<file path="config.mk">
export PLATFORM = sky130hd
export DESIGN_NAME = pcie_perst_gen_flat
export DESIGN_NICKNAME = d
export VERILOG_FILES = /design/src/rtl/pcie_perst_pkg.sv /design/src/rtl/pcie_perst_gen_if.sv /design/src/rtl/sync_bit.sv /design/src/rtl/pcie_perst_gen.sv /design/src/flat_wrapper.sv
export SDC_FILE = /design/constraint.sdc
export NUM_CORES = 1
export LEC_CHECK = 0
export ABC_CLOCK_PERIOD_IN_PS = 3950
export CORE_UTILIZATION = 50
export DETAILED_ROUTE_END_ITERATION = 7
export HOLD_SLACK_MARGIN = 0.1
export PLACE_DENSITY = 0.69
export SLEW_MARGIN = 10
export SYNTH_ARGS = -nofsm -noshare
export SYNTH_HDL_FRONTEND = slang
export SYNTH_SLANG_ARGS = --single-unit
</file>
<file path="constraint.sdc">
create_clock -name clk -period 3.95 [get_ports clk]
set_input_delay 0.9875 -clock clk [delete_from_list [all_inputs] [get_ports clk]]
set_output_delay 0.9875 -clock clk [all_outputs]
set_load 0.01 [all_outputs]
</file>
<file path="src/rtl/pcie_perst_pkg.sv">
// Shared types and constants for the PERST# sequencer.
package pcie_perst_pkg;

  localparam int STATE_W = 3;

  typedef enum logic [STATE_W-1:0] {
    ST_OFF       = 3'd0,
    ST_ASSERT    = 3'd1,
    ST_WAIT_LINK = 3'd2,
    ST_UP        = 3'd3,
    ST_FAIL      = 3'd4
  } perst_state_e;

  // Larger of two interval lengths; sizes the shared down-counter.
  function automatic int max_int(input int a, input int b);
    return (a > b) ? a : b;
  endfunction

endpackage

</file>
<file path="src/rtl/pcie_perst_gen_if.sv">
// Pin-level bundle between the PERST# sequencer and its environment.
interface pcie_perst_gen_if #(
  parameter int MAX_RETRIES = 3
) ();
  import pcie_perst_pkg::*;

  localparam int RETRY_W = $clog2(MAX_RETRIES + 1);

  logic               pwr_good;
  logic               link_up;
  logic               sw_reset_req;
  logic               perst_n;
  logic               link_ok;
  logic               fail;
  logic [RETRY_W-1:0] retry_cnt;
  logic [STATE_W-1:0] state_o;

  // Environment side: supplies status inputs, observes the sequencer.
  modport master (
    output pwr_good, link_up, sw_reset_req,
    input  perst_n, link_ok, fail, retry_cnt, state_o
  );

  // Sequencer side.
  modport slave (
    input  pwr_good, link_up, sw_reset_req,
    output perst_n, link_ok, fail, retry_cnt, state_o
  );
endinterface

</file>
<file path="src/rtl/sync_bit.sv">
// Multi-flop synchronizer for a single asynchronous level; clears to 0 on reset.
module sync_bit #(
  parameter int STAGES = 2
) (
  input  logic clk,
  input  logic rst,
  input  logic d,
  output logic q
);

  logic [STAGES-1:0] sync_r;

  // Shift the async level through the synchronizer chain.
  always_ff @(posedge clk or negedge rst) begin
    if (!rst) begin
      sync_r <= {STAGES{1'b0}};
    end else begin
      sync_r <= {sync_r[STAGES-2:0], d};
    end
  end

  assign q = sync_r[STAGES-1];

endmodule

</file>
<file path="src/rtl/pcie_perst_gen.sv">
// Root-port PERST# sequencer: timed release after power-good, link-up
// supervision with bounded retries, software-requested re-sequence.
module pcie_perst_gen
  import pcie_perst_pkg::*;
#(
  parameter int T_ASSERT       = 10_000_000,
  parameter int T_LINK_TIMEOUT = 10_000_000,
  parameter int MAX_RETRIES    = 3,
  parameter int SYNC_STAGES    = 2
) (
  input logic             clk,
  input logic             rst,
  pcie_perst_gen_if.slave bus
);

  localparam int CNT_MAX = max_int(T_ASSERT, T_LINK_TIMEOUT);
  localparam int CNT_W   = $clog2(CNT_MAX + 1);
  localparam int RETRY_W = $clog2(MAX_RETRIES + 1);

  localparam logic [CNT_W-1:0]   CNT_ZERO    = CNT_W'(0);
  localparam logic [CNT_W-1:0]   CNT_ONE     = CNT_W'(1);
  localparam logic [CNT_W-1:0]   LOAD_ASSERT = CNT_W'(T_ASSERT - 1);
  localparam logic [CNT_W-1:0]   LOAD_LINK   = CNT_W'(T_LINK_TIMEOUT - 1);
  localparam logic [RETRY_W-1:0] RETRY_ZERO  = RETRY_W'(0);
  localparam logic [RETRY_W-1:0] RETRY_ONE   = RETRY_W'(1);
  localparam logic [RETRY_W-1:0] RETRY_LIMIT = RETRY_W'(MAX_RETRIES);

  logic pwr_good_s;
  logic link_up_s;
  logic sw_lvl_s;
  logic sw_prev_r;
  logic sw_req_s;

  perst_state_e       state_r, state_n;
  logic [CNT_W-1:0]   cnt_r, cnt_n;
  logic [RETRY_W-1:0] retry_r, retry_n;
  logic [RETRY_W-1:0] retry_inc_s;
  logic               perst_n_r, link_ok_r, fail_r;

  sync_bit #(.STAGES(SYNC_STAGES)) u_sync_pwr  (.clk(clk), .rst(rst), .d(bus.pwr_good),     .q(pwr_good_s));
  sync_bit #(.STAGES(SYNC_STAGES)) u_sync_link (.clk(clk), .rst(rst), .d(bus.link_up),      .q(link_up_s));
  sync_bit #(.STAGES(SYNC_STAGES)) u_sync_sw   (.clk(clk), .rst(rst), .d(bus.sw_reset_req), .q(sw_lvl_s));

  // Remember last synchronized request level for rising-edge detection.
  always_ff @(posedge clk or negedge rst) begin
    if (!rst) begin
      sw_prev_r <= 1'b0;
    end else begin
      sw_prev_r <= sw_lvl_s;
    end
  end

  assign sw_req_s = sw_lvl_s & ~sw_prev_r;

  // Next state, counter and retry count; power loss beats software request.
  always_comb begin
    state_n     = state_r;
    cnt_n       = (cnt_r == CNT_ZERO) ? CNT_ZERO : (cnt_r - CNT_ONE);
    retry_n     = retry_r;
    retry_inc_s = retry_r + RETRY_ONE;
    if (!pwr_good_s) begin
      state_n = ST_OFF;
    end else if (sw_req_s && (state_r != ST_OFF)) begin
      state_n = ST_ASSERT;
      cnt_n   = LOAD_ASSERT;
      retry_n = RETRY_ZERO;
    end else begin
      case (state_r)
        ST_OFF: begin
          state_n = ST_ASSERT;
          cnt_n   = LOAD_ASSERT;
        end
        ST_ASSERT: begin
          if (cnt_r == CNT_ZERO) begin
            state_n = ST_WAIT_LINK;
            cnt_n   = LOAD_LINK;
          end else begin
            state_n = ST_ASSERT;
          end
        end
        ST_WAIT_LINK: begin
          // A link-up seen on the timeout cycle still counts as success.
          if (link_up_s) begin
            state_n = ST_UP;
            retry_n = RETRY_ZERO;
          end else if (cnt_r == CNT_ZERO) begin
            retry_n = retry_inc_s;
            if (retry_inc_s == RETRY_LIMIT) begin
              state_n = ST_FAIL;
            end else begin
              state_n = ST_ASSERT;
              cnt_n   = LOAD_ASSERT;
            end
          end else begin
            state_n = ST_WAIT_LINK;
          end
        end
        ST_UP: begin
          // Link loss is not a training timeout, so the retry budget resets.
          if (!link_up_s) begin
            state_n = ST_ASSERT;
            cnt_n   = LOAD_ASSERT;
            retry_n = RETRY_ZERO;
          end else begin
            state_n = ST_UP;
          end
        end
        ST_FAIL: begin
          state_n = ST_FAIL;
        end
        default: begin
          state_n = ST_OFF;
        end
      endcase
    end
  end

  // State, counter and registered outputs all advance on the same edge.
  always_ff @(posedge clk or negedge rst) begin
    if (!rst) begin
      state_r   <= ST_OFF;
      cnt_r     <= CNT_ZERO;
      retry_r   <= RETRY_ZERO;
      perst_n_r <= 1'b0;
      link_ok_r <= 1'b0;
      fail_r    <= 1'b0;
    end else begin
      state_r   <= state_n;
      cnt_r     <= cnt_n;
      retry_r   <= retry_n;
      perst_n_r <= (state_n == ST_WAIT_LINK) || (state_n == ST_UP);
      link_ok_r <= (state_n == ST_UP);
      fail_r    <= (state_n == ST_FAIL);
    end
  end

  assign bus.perst_n   = perst_n_r;
  assign bus.link_ok   = link_ok_r;
  assign bus.fail      = fail_r;
  assign bus.retry_cnt = retry_r;
  assign bus.state_o   = state_r;

endmodule

</file>
<file path="src/flat_wrapper.sv">
// flat-port wrapper written by rule: the top's interface ports become plain ports
module pcie_perst_gen_flat import pcie_perst_pkg::*;
#(
  parameter int T_ASSERT       = 10_000_000,
  parameter int T_LINK_TIMEOUT = 10_000_000,
  parameter int MAX_RETRIES    = 3,
  parameter int SYNC_STAGES    = 2
)
  (clk, rst, bus_pwr_good, bus_link_up, bus_sw_reset_req, bus_perst_n, bus_link_ok, bus_fail, bus_retry_cnt, bus_state_o);
  pcie_perst_gen_if #(.MAX_RETRIES(MAX_RETRIES)) bus_i ();
  input logic clk;
  input logic rst;
  input wire logic [$bits(bus_i.pwr_good)-1:0] bus_pwr_good;
  input wire logic [$bits(bus_i.link_up)-1:0] bus_link_up;
  input wire logic [$bits(bus_i.sw_reset_req)-1:0] bus_sw_reset_req;
  output wire logic [$bits(bus_i.perst_n)-1:0] bus_perst_n;
  output wire logic [$bits(bus_i.link_ok)-1:0] bus_link_ok;
  output wire logic [$bits(bus_i.fail)-1:0] bus_fail;
  output wire logic [$bits(bus_i.retry_cnt)-1:0] bus_retry_cnt;
  output wire logic [$bits(bus_i.state_o)-1:0] bus_state_o;
  assign bus_i.pwr_good = bus_pwr_good;
  assign bus_i.link_up = bus_link_up;
  assign bus_i.sw_reset_req = bus_sw_reset_req;
  assign bus_perst_n = bus_i.perst_n;
  assign bus_link_ok = bus_i.link_ok;
  assign bus_fail = bus_i.fail;
  assign bus_retry_cnt = bus_i.retry_cnt;
  assign bus_state_o = bus_i.state_o;
  pcie_perst_gen #(.T_ASSERT(T_ASSERT), .T_LINK_TIMEOUT(T_LINK_TIMEOUT), .MAX_RETRIES(MAX_RETRIES), .SYNC_STAGES(SYNC_STAGES)) u_core (.clk(clk), .rst(rst), .bus(bus_i));
endmodule
</file>
# Yosys cells after proc, flatten, opt, wreduce, memory -nomap -nowiden
# Index checks and enable logic that the tools add are counted.
dict set report op_classes {
  n_addsub 2
  n_bitwise 2
  n_mux 22
  n_eq_ne 10
  n_reduce_logical 7
}
# op n
set ops {}
lappend ops {{$mux W24} 8}
lappend ops {{$pmux W24 S4} 1}
lappend ops {{$logic_not A24 Y1} 1}
lappend ops {{$sub A24 B1 Y24 const B} 1}
lappend ops {{$mux W3} 5}
lappend ops {{$pmux W3 S5} 1}
lappend ops {{$eq A3 B2 Y1 const B} 4}
lappend ops {{$mux W2} 6}
lappend ops {{$eq A3 B3 Y1 const B} 2}
lappend ops {{$reduce_bool A3 Y1} 2}
lappend ops {{$ne A4 B2 Y1 const B} 1}
lappend ops {{$pmux W2 S2} 1}
lappend ops {{$reduce_and A4 Y1} 1}
lappend ops {{$eq A3 B1 Y1 const B} 1}
lappend ops {{$logic_not A3 Y1} 1}
lappend ops {{$ne A3 B2 Y1 const B} 1}
lappend ops {{$add A2 B1 Y2 const B} 1}
lappend ops {{$eq A2 B2 Y1 const B} 1}
lappend ops {{$and A1 B1 Y1} 1}
lappend ops {{$logic_and A1 B1 Y1} 1}
lappend ops {{$logic_or A1 B1 Y1} 1}
lappend ops {{$not A1 Y1} 1}
dict set report word_totals {
  register_bits 39
  in_bits 5
}

# Depth between registers and ports, before layout
dict set report logic_depth {
  ltp_word 10
  ltp_mapped 8
  mapped_depth_nobuf 7
}

# Hierarchy
# A second synthesis with hierarchy kept.
dict set report hier_totals {
  hier_cells 230
  hier_area_um2 2152.1
}
# module area_per_inst_um2 seq_area_each_um2 cells_each n_inst
set by_module_without_submodules {}
lappend by_module_without_submodules {pcie_perst_gen 2001.9 825.8 224 1}
lappend by_module_without_submodules {sync_bit 50.0 50.0 2 3}

# Worst setup path before layout
# OpenSTA, ideal clock, no wires.
dict set report synth_timing {
  path_kind {reg-to-reg}
  from {register u_core.cnt_r[19]}
  to {register u_core.cnt_r[10]}
  path_slack_ps 1898
  setup_ps 121
  t_arrival_ps 1931
  period_less_slack_ps 2052
  n_path_buf 0
  stages_incl_launch_ff 6
  required_ps 3829
  cell_sequence {dfrtp_1 or4_4 or4_4 nor2_8 a21o_2 o21ai_2}
}
dict set report synth_via {
  elab_chain_cells 8
  elab_cells_between_ends 10
  classes_between {mux (9); reduce/logical (1)}
}
# element line
set synth_rtl {}
lappend synth_rtl {{start: declaration} pcie_perst_gen.sv:35} ;# logic [CNT_W-1:0] cnt_r, cnt_n;
lappend synth_rtl {{start signal: assignment} pcie_perst_gen.sv:129} ;# cnt_r <= cnt_n;
lappend synth_rtl {{$logic_not A24 Y1 (*)} {pcie_perst_gen.sv:58, pcie_perst_gen.sv:74, pcie_perst_gen.sv:86}}
lappend synth_rtl {{$mux W24} pcie_perst_gen.sv:58} ;# cnt_n = (cnt_r == CNT_ZERO) ? CNT_ZERO : (cnt_r - CNT_ONE);
lappend synth_rtl {{$mux W24} pcie_perst_gen.sv:88} ;# if (retry_inc_s == RETRY_LIMIT) begin
lappend synth_rtl {{$mux W24} pcie_perst_gen.sv:86} ;# end else if (cnt_r == CNT_ZERO) begin
lappend synth_rtl {{$mux W24} pcie_perst_gen.sv:83} ;# if (link_up_s) begin
lappend synth_rtl {{$pmux W24 S4} pcie_perst_gen.sv:68} ;# case (state_r)
lappend synth_rtl {{$mux W24} pcie_perst_gen.sv:63} ;# end else if (sw_req_s && (state_r != ST_OFF)) begin
lappend synth_rtl {{$mux W24 (*)} pcie_perst_gen.sv:61} ;# if (!pwr_good_s) begin
lappend synth_rtl {{named net u_core.cnt_n[10]} pcie_perst_gen.sv:35}
# The timed path passes the listed nets; every way through them passes the cells marked *.
# A chain may end at the register's enable or synchronous reset.

# Final worst setup path
dict set report layout_timing {
  from {register u_core.state_r[0], in the netlist u_core.bus.state_o[0]}
  to {output bus_state_o[0]}
}
# element line
set layout_rtl {}
lappend layout_rtl {{start: declaration} pcie_perst_gen.sv:34} ;# perst_state_e state_r, state_n;
lappend layout_rtl {{start signal: assignment} pcie_perst_gen.sv:128} ;# state_r <= state_n;
lappend layout_rtl {{end: declaration} flat_wrapper.sv:20} ;# output wire logic [$bits(bus_i.state_o)-1:0] bus_state_o;
# No word-level cell between the ends.

==> results by group <==
Run status
  – Outcome: finished, final reports clean

Worst setup path
  – Crit Path Max Fanout: 14
  – Start-to-end type of the worst setup path: flop to output port
  – CP max-delay cell: dfrtp_1
  – Slowest cell delay on critical path: 0.65 ns
  – Buffers & Inverters on Critical Path: 1
  – Chain of cells forming the critical path: clkdlybuf4s50_1
  – Largest delay share family, worst path: flip-flops
  – Type of element launching the critical path: flop
  – Worst Path Arrival: 1.58 ns
  – Worst Setup End Kind: output port
  – Worst Path Required: 2.96 ns

Global route
  – Global-route wire length before repair: 7.831 mm
  – Remaining global-route overflow: 0
  – Global Route Usage Sum: 24.54%
  – Vias in the first global route: 1595
  – Antenna violations before repair: 0
  – Pin count of the biggest net entering global routing: 40

Clocking
  – Clock transition at path regs: 0.08 ns
  – CTS tree: built
  – Count of buffers added by post-CTS timing repair for setup: 0
  – Worst-Skew Late Latency: 0.29 ns
  – Number of buffers added by the clock tree synthesis step: 5
  – Sinks on Clock Net: 39
  – Total of hold buffers inserted after clock tree synthesis: 0
  – Resized Gates After CTS: 0
  – Clock Tree Root: clkbuf_8
  – H-tree lvl count: 2
  – Clk buf depth: 2

Synth
  – Leading area contributor after synthesis: dfrtp_1
  – Post-synth ARST share: 100.0%
  – EDFF count, synth: 0
  – Primary flip-flop cell chosen by synthesis mapping: dfrtp_1
  – Synthesized instance count: 194
  – Count of synthesis-stage warnings from yosys: 0
  – Synth cell types: 47
  – Part of the Yosys area used for sequential elements: 47.56%
  – Yosys reg bits: 39
  – Top cells by area, synth: dfrtp_1 48%, xnor2_1 4.3%, o21ai_2 3.8%
  – Synthesized Nets: 201
  – Area of the mapped netlist: 2052 sq um
  – Most numerous cell in the Yosys netlist: dfrtp_1
  – Most frequent cells after synthesis: 39 x dfrtp_1, 18 x nor2_1, 11 x nand2_1, 11 x nor3_1, 10 x xnor2_1
  – Post-synth top area share: 47.56%
  – Avg Cell Area, Syn: 10.58 sq um

Placed design
  – Cell area after placement: 2208 sq um
  – Count of buffers from port buffering: 12
  – Global placement routability congestion: 0.8600
  – Estimated wirelength of the detail-placed design: 3.121 mm

Timing
  – TNS Setup: 0 ns
  – Number of setup violations in the final report: 0
  – Fraction of the cycle the final worst path needs: 64.91%
  – Relative slew margins: 43.56%
  – Final count of pins violating max slew: 0
  – Worst-case clock skew: 0.008042 ns
  – Worst Max-Slew Pin Slew: 0.8466 ns
  – Top achievable clock speed: 390.0 MHz
  – RSZ-0062 raised after global routing: false
  – Min Clock Period, post-route: 2.564 ns
  – Count of endpoints failing hold in the final timing report: 0

Route
  – Wire per inst: 16.90 um
  – Via count normalized by instance count: 6.093
  – First-pass iteration count of the detailed router: 4
  – Routed wire length: 4.360 mm
  – Detailed-route DRC error count: 0
  – Detailed router's first-iteration violation count: 156
  – DRT antenna net count: 0
  – Via Count: 1572

Floorplan
  – Die height: 66.06 um
  – Num rows: 22
  – Floorplan core area: 3799 sq um
  – Ports: 13
  – Starting Density: 54.02%
  – Die area: 4364 sq um
  – Width of the die: 66.06 um

Pwr
  – Comb power frac: 9.9%
  – Portion of total power attributed to the clock network: 38.9%
  – Proportion of power drawn by flip-flops and latches: 51.1%
  – Maximum vdd ir drop: 0.2539 mV
  – Fraction of power spent switching nets: 24.56%
  – Power density normalized to cell area: 376.3 nW/um^2
  – Sw Pwr: 0.2149 mW
  – Internal power: 0.6603 mW
  – Leak: 0.8929 nW

Job
  – Max cap viols: 0

Final layout
  – Final instance area: 2326 sq um
  – Inserted Diodes: 0
  – # nets final: 216
  – Layout area overhead: 13.35%
  – Ratio of cells with drive above 1 in the final layout: 17.14%

Hold path
  – Class of the most critical hold timing path: flop to flop
area by class of cell:
cell class	instances	area [sq um]
Sequential cell	39	975.9
Inverter	5	18.77
Timing Repair Buffer	13	122.6
Tap cell	48	60.06
Fill cell	305	1473
Multi-Input combinational cell	145	1031
Clock inverter	2	35.03
Clock buffer	6	82.58
sequential cells by signal, indices dropped and copies added, names as in the netlist:
signal	cells
u_core.u_sync_sw.sync_r	2
u_core.bus.retry_cnt	2
u_core.bus.perst_n	1
u_core.u_sync_link.sync_r	2
u_core.bus.state_o	3
u_core.u_sync_pwr.sync_r	2
u_core.sw_prev_r	1
u_core.bus.fail	1
u_core.bus.link_ok	1
u_core.cnt_r	24
cell families (layout without fill, tap and decap cells):
group           count (synthesis)  after routing  synth area share, %
simple gates                   83             83                25.98
compound gates                 41             41                14.94
flops                          39             39                47.56
xor+xnor                       19             19                8.110
buf+inv                        10             26                2.195
fa+ha+maj                       2              2                1.219
routing by layer:
layer	global-route usage [%]	part of all wire (%)	vias up
met1	33.67	47	771
met3	6.552	4.9	7
met2	37.76	47	50
met5	0	0	-
met4	7.713	1.4	0
li1	-	-	744
power by group through the flow:
stage	logic [mW]	registers [mW]	clock network [mW]
floorplan	0.0638	0.445	0
global placement	0.0840	0.453	0
detailed placement	0.0866	0.454	0
CTS	0.0874	0.446	0.350
global route	0.0978	0.451	0.370
finish	0.0871	0.447	0.341
cell usage in the layout (no fill, tap or decap), types with 4 or more instances in the layout:
| cell type | instances |
|---|---|
| o21ai_0 | 9 |
| o21ai_2 | 9 |
| clkdlybuf4s50_1 | 11 |
| inv_1 | 5 |
| nor3_1 | 11 |
| nor4_1 | 8 |
| xnor2_1 | 10 |
| a31oi_1 | 4 |
| clkbuf_8 | 6 |
| nor2b_1 | 4 |
| xor2_1 | 9 |
| nand2_1 | 11 |
| dfrtp_1 | 39 |
| o211ai_1 | 4 |
| a21oi_1 | 5 |
| nor2_1 | 18 |
metrics by stage:
step | util, % | hold WS, ns | std cells | power [mW] | setup slack [ns]
floorplan | - | 0.3312 | 194 | 0.5087 | 1.898
CTS | 61.23 | 0.3544 | 258 | 0.8842 | 1.397
detailed placement | 58.14 | 0.3365 | 250 | 0.5410 | 1.538
global placement | 58.14 | 0.3331 | 250 | 0.5366 | 1.611
finish | 61.23 | 0.3509 | 258 | 0.8753 | 1.386
global route | 61.23 | 0.3627 | 258 | 0.9190 | 1.296
worst paths after layout:
check	start	endpoint	slack [ns]	cells after the start
min reg2reg	u_core.u_sync_pwr.sync_r[0]	u_core.u_sync_pwr.sync_r[1]	0.35	0
max	u_core.bus.state_o[0]	bus_state_o[0]	1.39	1
min in group asynchronous	rst	u_core.bus.state_o[2]	0.79	1
max in group asynchronous	rst	u_core.cnt_r[6]	2.62	1
min	u_core.u_sync_pwr.sync_r[0]	u_core.u_sync_pwr.sync_r[1]	0.35	0
max reg2reg	u_core.cnt_r[18]	u_core.cnt_r[8]	1.49	5
(Power assumes the default switching activity.)
